## config.mk

```make
export PLATFORM = sky130hd
export DESIGN_NAME = bcd_time_counter_flat
export DESIGN_NICKNAME = d
export VERILOG_FILES = /design/src/rtl/bcd_time_pkg.sv /design/src/rtl/bcd_time_counter_if.sv /design/src/rtl/bcd_digit_cnt.sv /design/src/rtl/bcd_time_counter.sv /design/src/flat_wrapper.sv
export SDC_FILE = /design/constraint.sdc
export NUM_CORES = 1
export LEC_CHECK = 0
export BUFFER_PORTS_ARGS = -buffer_cell sky130_fd_sc_hd__buf_2
export CAP_MARGIN = 20
export CORE_ASPECT_RATIO = 0.9
export CORE_UTILIZATION = 43
export DETAILED_ROUTE_END_ITERATION = 10
export GPL_ROUTABILITY_DRIVEN = 0
export PLACE_DENSITY = 0.82
export SLEW_MARGIN = 25
export SYNTH_ARGS = -nofsm -noshare
export SYNTH_HDL_FRONTEND = slang
export SYNTH_SLANG_ARGS = --single-unit
```

## constraint.sdc

```tcl
create_clock -name clk -period 3.5 [get_ports clk]
set_clock_uncertainty 0.05 [all_clocks]
set_input_delay 0.7 -clock clk [delete_from_list [all_inputs] [get_ports clk]]
set_output_delay 0.7 -clock clk [all_outputs]
set_load 0.005 [all_outputs]
```

## src/rtl/bcd_time_pkg.sv

```systemverilog
`default_nettype none
// +----------------------------------------------------------------------+
// | Module      : bcd_time_pkg                                           |
// | Description : Shared limits, time record and range check for the BCD |
// |               time-of-day counter.                                   |
// | Revision    : 1.0 - initial release                                  |
// +----------------------------------------------------------------------+
package bcd_time_pkg;

    localparam int         SEC_TENS_MAX = 5;
    localparam int         MIN_TENS_MAX = 5;
    localparam logic [7:0] HOUR_MAX_BCD = 8'h23;

    typedef struct packed {
        logic [5:0] hour;
        logic [6:0] min;
        logic [6:0] sec;
    } bcd_time_t;

    function automatic logic bcd_hm_valid(input logic [5:0] hour, input logic [6:0] min);
        return (min[3:0] <= 4'd9) && (min[6:4] <= 3'(MIN_TENS_MAX)) &&
               (hour[3:0] <= 4'd9) && ({2'b00, hour} <= HOUR_MAX_BCD);
    endfunction

    function automatic logic bcd_time_valid(input bcd_time_t t);
        return bcd_hm_valid(t.hour, t.min) &&
               (t.sec[3:0] <= 4'd9) && (t.sec[6:4] <= 3'(SEC_TENS_MAX));
    endfunction

endpackage
`default_nettype wire

```

## src/rtl/bcd_time_counter_if.sv

```systemverilog
`default_nettype none
// +----------------------------------------------------------------------+
// | Module      : bcd_time_counter_if                                    |
// | Description : Tick, load and display bundle of the BCD time counter. |
// |               BCD_TIME_ALARM_EN adds the alarm signals.              |
// | Revision    : 1.0 - initial release                                  |
// +----------------------------------------------------------------------+
interface bcd_time_counter_if;

    logic       tick_en;
    logic       mode_24h;
    logic       set_valid;
    logic [5:0] set_hour;
    logic [6:0] set_min;
    logic [6:0] set_sec;
    logic       set_ack;
    logic       set_err;
    logic [5:0] hour_bcd;
    logic [6:0] min_bcd;
    logic [6:0] sec_bcd;
    logic       pm;
    logic       min_tick;
    logic       hour_tick;
    logic       day_tick;
`ifdef BCD_TIME_ALARM_EN
    logic       alm_load;
    logic [5:0] alm_hour;
    logic [6:0] alm_min;
    logic       alm_arm;
    logic       alm_hit;

    modport master (
        output tick_en, mode_24h, set_valid, set_hour, set_min, set_sec,
               alm_load, alm_hour, alm_min, alm_arm,
        input  set_ack, set_err, hour_bcd, min_bcd, sec_bcd, pm,
               min_tick, hour_tick, day_tick, alm_hit
    );
    modport slave (
        input  tick_en, mode_24h, set_valid, set_hour, set_min, set_sec,
               alm_load, alm_hour, alm_min, alm_arm,
        output set_ack, set_err, hour_bcd, min_bcd, sec_bcd, pm,
               min_tick, hour_tick, day_tick, alm_hit
    );
`else
    modport master (
        output tick_en, mode_24h, set_valid, set_hour, set_min, set_sec,
        input  set_ack, set_err, hour_bcd, min_bcd, sec_bcd, pm,
               min_tick, hour_tick, day_tick
    );
    modport slave (
        input  tick_en, mode_24h, set_valid, set_hour, set_min, set_sec,
        output set_ack, set_err, hour_bcd, min_bcd, sec_bcd, pm,
               min_tick, hour_tick, day_tick
    );
`endif

endinterface
`default_nettype wire

```

## src/rtl/bcd_digit_cnt.sv

```systemverilog
`default_nettype none
// +----------------------------------------------------------------------+
// | Module      : bcd_digit_cnt                                          |
// | Description : One BCD digit counting 0..MAX with load; wrap flags    |
// |               the increment that rolls MAX back to 0.                |
// | Revision    : 1.0 - initial release                                  |
// +----------------------------------------------------------------------+
module bcd_digit_cnt #(
    parameter int MAX = 9,
    parameter int W   = 4
) (
    input  wire logic         clk,
    input  wire logic         rst,
    input  wire logic         inc,
    input  wire logic         load,
    input  wire logic [W-1:0] ld_val,
    output logic      [W-1:0] value,
    output logic              wrap
);

    logic [W-1:0] value_q;
    logic [W-1:0] value_d;

    assign wrap  = inc && (value_q == W'(MAX));
    assign value = value_q;

    always_comb begin
        value_d = value_q;
        if (load) begin
            value_d = ld_val;
        end else if (inc) begin
            value_d = wrap ? '0 : value_q + W'(1);
        end
    end

    always_ff @(posedge clk or negedge rst) begin
        if (!rst) begin
            value_q <= '0;
        end else begin
            value_q <= value_d;
        end
    end

endmodule
`default_nettype wire

```

## src/rtl/bcd_time_counter.sv

```systemverilog
`default_nettype none
// +----------------------------------------------------------------------+
// | Module      : bcd_time_counter                                       |
// | Description : Prescaled BCD time-of-day counter, 24h internal state, |
// |               12/24h display, checked load, carry pulses.            |
// |               Optional alarm compare: define BCD_TIME_ALARM_EN.      |
// | Revision    : 1.0 - initial release                                  |
// +----------------------------------------------------------------------+
module bcd_time_counter
    import bcd_time_pkg::*;
#(
    parameter int TICKS_PER_SEC = 1
) (
    input wire logic           clk,
    input wire logic           rst,
    bcd_time_counter_if.slave  bus
);

    localparam int PS_W = $clog2(TICKS_PER_SEC + 1);

    bcd_time_t     set_time;
    logic          set_ok;
    logic          load_en;
    logic          ps_hit;
    logic          adv;
    logic [PS_W-1:0] ps_q, ps_d;
    logic [5:0]    hour_q, hour_d;
    logic          ack_q, ack_d, err_q, err_d;
    logic          min_tick_q, min_tick_d, hour_tick_q, hour_tick_d, day_tick_q, day_tick_d;

    logic [3:0]    sec_ones, min_ones;
    logic [2:0]    sec_tens, min_tens;
    logic          sec_ones_wrap, sec_tens_wrap, min_ones_wrap, min_tens_wrap;
    logic          day_wrap;

    logic [4:0]    hour_bin;
    logic [4:0]    h12;
    logic [5:0]    hour_disp;
    logic          pm_disp;

    assign set_time = {bus.set_hour, bus.set_min, bus.set_sec};
    assign set_ok   = bcd_time_valid(set_time);
    assign load_en  = bus.set_valid && set_ok;
    assign ps_hit   = bus.tick_en && (ps_q == PS_W'(TICKS_PER_SEC - 1));
    // Any load request, accepted or not, swallows a coinciding advance.
    assign adv      = ps_hit && !bus.set_valid;

    bcd_digit_cnt #(.MAX(9), .W(4)) u_sec_ones (
        .clk(clk), .rst(rst), .inc(adv), .load(load_en),
        .ld_val(bus.set_sec[3:0]), .value(sec_ones), .wrap(sec_ones_wrap)
    );
    bcd_digit_cnt #(.MAX(SEC_TENS_MAX), .W(3)) u_sec_tens (
        .clk(clk), .rst(rst), .inc(sec_ones_wrap), .load(load_en),
        .ld_val(bus.set_sec[6:4]), .value(sec_tens), .wrap(sec_tens_wrap)
    );
    bcd_digit_cnt #(.MAX(9), .W(4)) u_min_ones (
        .clk(clk), .rst(rst), .inc(sec_tens_wrap), .load(load_en),
        .ld_val(bus.set_min[3:0]), .value(min_ones), .wrap(min_ones_wrap)
    );
    bcd_digit_cnt #(.MAX(MIN_TENS_MAX), .W(3)) u_min_tens (
        .clk(clk), .rst(rst), .inc(min_ones_wrap), .load(load_en),
        .ld_val(bus.set_min[6:4]), .value(min_tens), .wrap(min_tens_wrap)
    );

    assign day_wrap = min_tens_wrap && (hour_q == 6'(HOUR_MAX_BCD));

    always_comb begin
        ps_d        = ps_q;
        hour_d      = hour_q;
        ack_d       = bus.set_valid && set_ok;
        err_d       = bus.set_valid && !set_ok;
        min_tick_d  = sec_tens_wrap;
        hour_tick_d = min_tens_wrap;
        day_tick_d  = day_wrap;

        if (bus.set_valid) begin
            if (set_ok) begin
                ps_d = '0;
            end
        end else if (bus.tick_en) begin
            ps_d = ps_hit ? '0 : ps_q + PS_W'(1);
        end

        // Hour ones only roll 9->0 below 20; 23 rolls straight to 00.
        if (load_en) begin
            hour_d = bus.set_hour;
        end else if (min_tens_wrap) begin
            if (day_wrap) begin
                hour_d = '0;
            end else if (hour_q[3:0] == 4'd9) begin
                hour_d = {hour_q[5:4] + 2'd1, 4'd0};
            end else begin
                hour_d = {hour_q[5:4], hour_q[3:0] + 4'd1};
            end
        end
    end

    always_ff @(posedge clk or negedge rst) begin
        if (!rst) begin
            ps_q        <= '0;
            hour_q      <= '0;
            ack_q       <= 1'b0;
            err_q       <= 1'b0;
            min_tick_q  <= 1'b0;
            hour_tick_q <= 1'b0;
            day_tick_q  <= 1'b0;
        end else begin
            ps_q        <= ps_d;
            hour_q      <= hour_d;
            ack_q       <= ack_d;
            err_q       <= err_d;
            min_tick_q  <= min_tick_d;
            hour_tick_q <= hour_tick_d;
            day_tick_q  <= day_tick_d;
        end
    end

    // 12h display decode; the subtraction is done in binary and re-encoded.
    always_comb begin
        hour_bin  = 5'(hour_q[5:4]) * 5'd10 + {1'b0, hour_q[3:0]};
        h12       = 5'd0;
        hour_disp = hour_q;
        pm_disp   = 1'b0;
        if (!bus.mode_24h) begin
            if (hour_bin == 5'd0) begin
                hour_disp = 6'h12;
            end else if (hour_bin < 5'd12) begin
                hour_disp = hour_q;
            end else begin
                pm_disp = 1'b1;
                if (hour_bin == 5'd12) begin
                    hour_disp = 6'h12;
                end else begin
                    h12       = hour_bin - 5'd12;
                    hour_disp = (h12 >= 5'd10) ? {2'b01, 4'(h12 - 5'd10)}
                                               : {2'b00, h12[3:0]};
                end
            end
        end
    end

    assign bus.hour_bcd  = hour_disp;
    assign bus.pm        = pm_disp;
    assign bus.min_bcd   = {min_tens, min_ones};
    assign bus.sec_bcd   = {sec_tens, sec_ones};
    assign bus.set_ack   = ack_q;
    assign bus.set_err   = err_q;
    assign bus.min_tick  = min_tick_q;
    assign bus.hour_tick = hour_tick_q;
    assign bus.day_tick  = day_tick_q;

`ifdef BCD_TIME_ALARM_EN
    logic [5:0] alm_hour_q, alm_hour_d;
    logic [6:0] alm_min_q, alm_min_d;
    logic       alm_hit_q, alm_hit_d;
    logic [6:0] min_next;

    // Minute value the cascade will present after a seconds wrap.
    always_comb begin
        min_next   = {min_tens, min_ones + 4'd1};
        if (min_ones_wrap) begin
            min_next = {min_tens_wrap ? 3'd0 : min_tens + 3'd1, 4'd0};
        end
        alm_hour_d = alm_hour_q;
        alm_min_d  = alm_min_q;
        if (bus.alm_load && bcd_hm_valid(bus.alm_hour, bus.alm_min)) begin
            alm_hour_d = bus.alm_hour;
            alm_min_d  = bus.alm_min;
        end
        alm_hit_d = bus.alm_arm && sec_tens_wrap &&
                    (hour_d == alm_hour_q) && (min_next == alm_min_q);
    end

    always_ff @(posedge clk or negedge rst) begin
        if (!rst) begin
            alm_hour_q <= '0;
            alm_min_q  <= '0;
            alm_hit_q  <= 1'b0;
        end else begin
            alm_hour_q <= alm_hour_d;
            alm_min_q  <= alm_min_d;
            alm_hit_q  <= alm_hit_d;
        end
    end

    assign bus.alm_hit = alm_hit_q;
`endif

endmodule
`default_nettype wire
```

## src/flat_wrapper.sv

```systemverilog
// flat-port wrapper written by rule: the top's interface ports become plain ports
module bcd_time_counter_flat import bcd_time_pkg::*;
#(
    parameter int TICKS_PER_SEC = 1
)
  (clk, rst, bus_tick_en, bus_mode_24h, bus_set_valid, bus_set_hour, bus_set_min, bus_set_sec, bus_set_ack, bus_set_err, bus_hour_bcd, bus_min_bcd, bus_sec_bcd, bus_pm, bus_min_tick, bus_hour_tick, bus_day_tick);
  bcd_time_counter_if bus_i ();
  input wire logic clk;
  input wire logic rst;
  input wire logic [$bits(bus_i.tick_en)-1:0] bus_tick_en;
  input wire logic [$bits(bus_i.mode_24h)-1:0] bus_mode_24h;
  input wire logic [$bits(bus_i.set_valid)-1:0] bus_set_valid;
  input wire logic [$bits(bus_i.set_hour)-1:0] bus_set_hour;
  input wire logic [$bits(bus_i.set_min)-1:0] bus_set_min;
  input wire logic [$bits(bus_i.set_sec)-1:0] bus_set_sec;
  output wire logic [$bits(bus_i.set_ack)-1:0] bus_set_ack;
  output wire logic [$bits(bus_i.set_err)-1:0] bus_set_err;
  output wire logic [$bits(bus_i.hour_bcd)-1:0] bus_hour_bcd;
  output wire logic [$bits(bus_i.min_bcd)-1:0] bus_min_bcd;
  output wire logic [$bits(bus_i.sec_bcd)-1:0] bus_sec_bcd;
  output wire logic [$bits(bus_i.pm)-1:0] bus_pm;
  output wire logic [$bits(bus_i.min_tick)-1:0] bus_min_tick;
  output wire logic [$bits(bus_i.hour_tick)-1:0] bus_hour_tick;
  output wire logic [$bits(bus_i.day_tick)-1:0] bus_day_tick;
  assign bus_i.tick_en = bus_tick_en;
  assign bus_i.mode_24h = bus_mode_24h;
  assign bus_i.set_valid = bus_set_valid;
  assign bus_i.set_hour = bus_set_hour;
  assign bus_i.set_min = bus_set_min;
  assign bus_i.set_sec = bus_set_sec;
  assign bus_set_ack = bus_i.set_ack;
  assign bus_set_err = bus_i.set_err;
  assign bus_hour_bcd = bus_i.hour_bcd;
  assign bus_min_bcd = bus_i.min_bcd;
  assign bus_sec_bcd = bus_i.sec_bcd;
  assign bus_pm = bus_i.pm;
  assign bus_min_tick = bus_i.min_tick;
  assign bus_hour_tick = bus_i.hour_tick;
  assign bus_day_tick = bus_i.day_tick;
  bcd_time_counter #(.TICKS_PER_SEC(TICKS_PER_SEC)) u_core (.clk(clk), .rst(rst), .bus(bus_i));
endmodule
```

==> out/qor.txt <==
top_reg_cell synth - dfrtp_1
DR vias/cell - 5.402
DRC - 0
# diodes - 0
flop2flop setup slack - 1.30 ns
R2R Path Start - u_core.u_sec_ones.value[1]
DR pass1 iterations - 4
Worst VDD drop - 0.3029 mV
CTS tree - built
fillcell total - 368
Max Fanout on Critical Path - 4
cell area after synthesis - 0.001877 mm²
clk sink count - 26
routed vias - 1,707
# nets final - 313
port bufs - 50
EDFF count, synth - 0
overall die width - 71.64 µm
total power - 1.682 mW
Synth Area per Inst - 8.770 µm²
Worst Path Arrival - 2.68 ns
Die Height - 64.68 µm
gr usage total - 18.62%
Num CTS Buffers - 3
max incr delay on CP - 0.40 ns
Area Overhead vs Synth - 24.33%
Hold Crit Class - input pin to asynchronous set/reset pin
Placement Rows - 22
fin util - 56.52%
Crit-path slowest cell - dfrtp_1
Power Dens Cells - 720.9 mW/mm²
CP Launch Type - flop
CTS Hold Bufs - 0
Synth Net Count - 257
# IOs - 51
Buf/Inv on CP - 2
cell family with most CP delay - adder cells
FF-to-FF path depth - 7
Yosys cell types - 44
final setup fails - 0
post-synthesis sequential area ratio - 34.67%
antenna-violating nets left - 0
WL per Instance - 13.20 µm
Root Driver - clkbuf_8
RSZ-0062 raised after global routing - yes
leakage power - 1.115 nW
Rel. slew slack - 60.23%
initial DRC count - 94
worst slew pin tran - 0.5966 ns
first-pass GRT wire length - 6803 µm
Post-synth ARST share - 100.0%
pins over their slew limit - 0
Final Cycle Share - 97.93%
Tmin final - 3.428 ns
Clock transition at path regs - 0.09 ns
antenna violations before repair - 0
worst skew pair latency - 0.27 ns
Synth Warn # - 0
placed wire-length estimate - 3202 µm
crit path cell chain - ha_2, fa_2, xor2_4, ha_4, xor2_1, and3_1, o21ai_2, buf_4, xnor2_2, o22a_1, buf_2
Worst Setup End Kind - primary output
post-synthesis cell count - 214
full die area - 0.004633 mm²
Core Footprint - 0.004129 mm²
final hold violation count - 0
status - complete, no violations
WL final - 4171 µm
share of layout cells above drive strength 1 - 30.97%
Critical Path RT - 2.75 ns
grt total ovfl - 0
Synth Register Bits - 26
fmax - 0.2918 GHz
multi-input logic area - 0.001192 mm²
clk buf depth - 2
CTS HTree Levels - 1
vias in the first global route - 1,549
r2r endpoint - u_core.hour_q[4]
Seq. cell area - 650.6 µm²
Starting Density - 45.45%
crit path kind - flop to primary output
Max-cap violations - 0
pin count of the biggest net entering global routing - 31
==> cells in the final DEF (no fill, tap or decap), types with 3 or more instances in the layout <==
cell,n
nor2b_1,5
nand3_1,4
inv_1,14
nor2_1,8
a21oi_1,18
buf_4,9
o41ai_1,4
o21ai_0,23
a22oi_1,3
mux2i_1,4
ha_1,13
buf_2,50
dfrtp_1,26
nor3_1,8
and2_1,3
nand2_1,27
a221o_1,4
clkbuf_8,3
==> metal layers <==
| layer | GRT usage [%] | wire length [µm] | part of all wire (%) | up-vias |
|---|---|---|---|---|
| met5 | 0 | 0 | 0 | - |
| met4 | 5.882 | 36 | 0.86 | 0 |
| met3 | 3.577 | 205 | 4.9 | 4 |
| met2 | 30.19 | 1958 | 47 | 38 |
| met1 | 25.05 | 1971 | 47 | 792 |
| li1 | - | - | - | 873 |
==> sequential cells by signal, indices dropped and copies added (netlist names) <==
register and count:
u_core.bus.day_tick 1, u_core.bus.hour_tick 1, u_core.bus.min_tick 1, u_core.bus.set_ack 1, u_core.bus.set_err 1, u_core.hour_q 6
u_core.ps_q 1, u_core.u_min_ones.value 4, u_core.u_min_tens.value 3, u_core.u_sec_ones.value 4, u_core.u_sec_tens.value 3
==> area by class of cell <==
cell class	instances	area share [%]
well taps	48	2.574
repair buffers	60	14.10
clock buffers	3	1.769
multi-input cells	163	51.10
flip-flops and latches	26	27.88
inverters	16	2.574
==> timing repair <==
item / in CTS / in global routing
pin swaps: 0 / 8
setup buffers: 0 / 2
endpoints found under the setup margin: 3 / 4
gates resized for setup: 4 / 11
==> stage by stage <==
stage	setup slack, ns	instance area [µm²]	instances	hold WS (ns)	setup TNS [ns]
floorplan	0.1169	1877	214	0.3544	0
global placement	0.2513	2207	311	0.5075	0
detailed placement	0.1320	2207	311	0.5169	0
CTS	0.003207	2262	314	0.3952	0
global route	-0.02285	2333	316	0.4107	-0.03932
finish	0.07248	2333	316	0.3777	0
==> worst max path at each step <==
| stage | cells past startpoint | to | from | slack [ns] |
|---|---|---|---|---|
| floorplan | 8 | bus_hour_bcd[2] | u_core.hour_q[1] | 0.12 |
| global placement | 10 | bus_hour_bcd[2] | u_core.hour_q[1] | 0.25 |
| detailed placement | 10 | bus_hour_bcd[2] | u_core.hour_q[1] | 0.13 |
| CTS | 10 | bus_hour_bcd[2] | u_core.hour_q[1] | 0.003 |
| global route | 11 | bus_hour_bcd[1] | u_core.hour_q[4] | -0.02 |
| finish | 11 | bus_hour_bcd[1] | u_core.hour_q[4] | 0.07 |
==> cell usage after synthesis (2+ instances only) <==
| library cell | instances | share of area [%] |
|---|---|---|
| dfrtp_1 | 26 | 35 |
| a21oi_1 | 18 | 4.8 |
| clkbuf_1 | 4 | 0.80 |
| nor3_1 | 8 | 2.1 |
| o41ai_1 | 4 | 1.9 |
| o22ai_1 | 2 | 0.67 |
| and3_1 | 2 | 0.67 |
| a22oi_1 | 3 | 1.2 |
| o22a_1 | 2 | 0.93 |
| nand2_1 | 27 | 5.4 |
| buf_2 | 4 | 1.1 |
| ha_1 | 17 | 11 |
| mux2i_1 | 4 | 2.1 |
| o21ai_0 | 24 | 6.4 |
| nor2b_1 | 5 | 1.7 |
| nor3b_1 | 2 | 0.80 |
| a221o_1 | 4 | 2.1 |
| and2_1 | 3 | 1.0 |
| a211oi_1 | 2 | 0.80 |
| inv_1 | 15 | 3.0 |
| nand3_1 | 4 | 1.1 |
| xor2_1 | 3 | 1.4 |
| nor2_1 | 8 | 1.6 |
| o31a_2 | 2 | 1.1 |
| mux2_1 | 2 | 1.2 |
==> power by group <==
part / internal, mW / leakage [nW] / switching [mW] / total, mW
Sequential: 0.380 / 0.332 / 0.0970 / 0.477
Clock: 0.0771 / 0.0216 / 0.0902 / 0.167
Combinational: 0.530 / 0.761 / 0.509 / 1.04
==> cells by family (layout without fill, tap and decap cells) <==
| family | after synthesis | count (layout) | synth area share [%] |
|---|---|---|---|
| AO/OA/AOI/OAI | 67 | 67 | 22.47 |
| XOR/XNOR | 4 | 4 | 1.867 |
| flip-flops | 26 | 26 | 34.67 |
| adder cells (fa/ha/maj) | 18 | 18 | 12.40 |
| buffers and inverters | 25 | 79 | 5.666 |
| AND/OR/NAND/NOR | 67 | 67 | 19.00 |
| multiplexers | 7 | 7 | 3.933 |
Power figures use the tool's default switching activity.
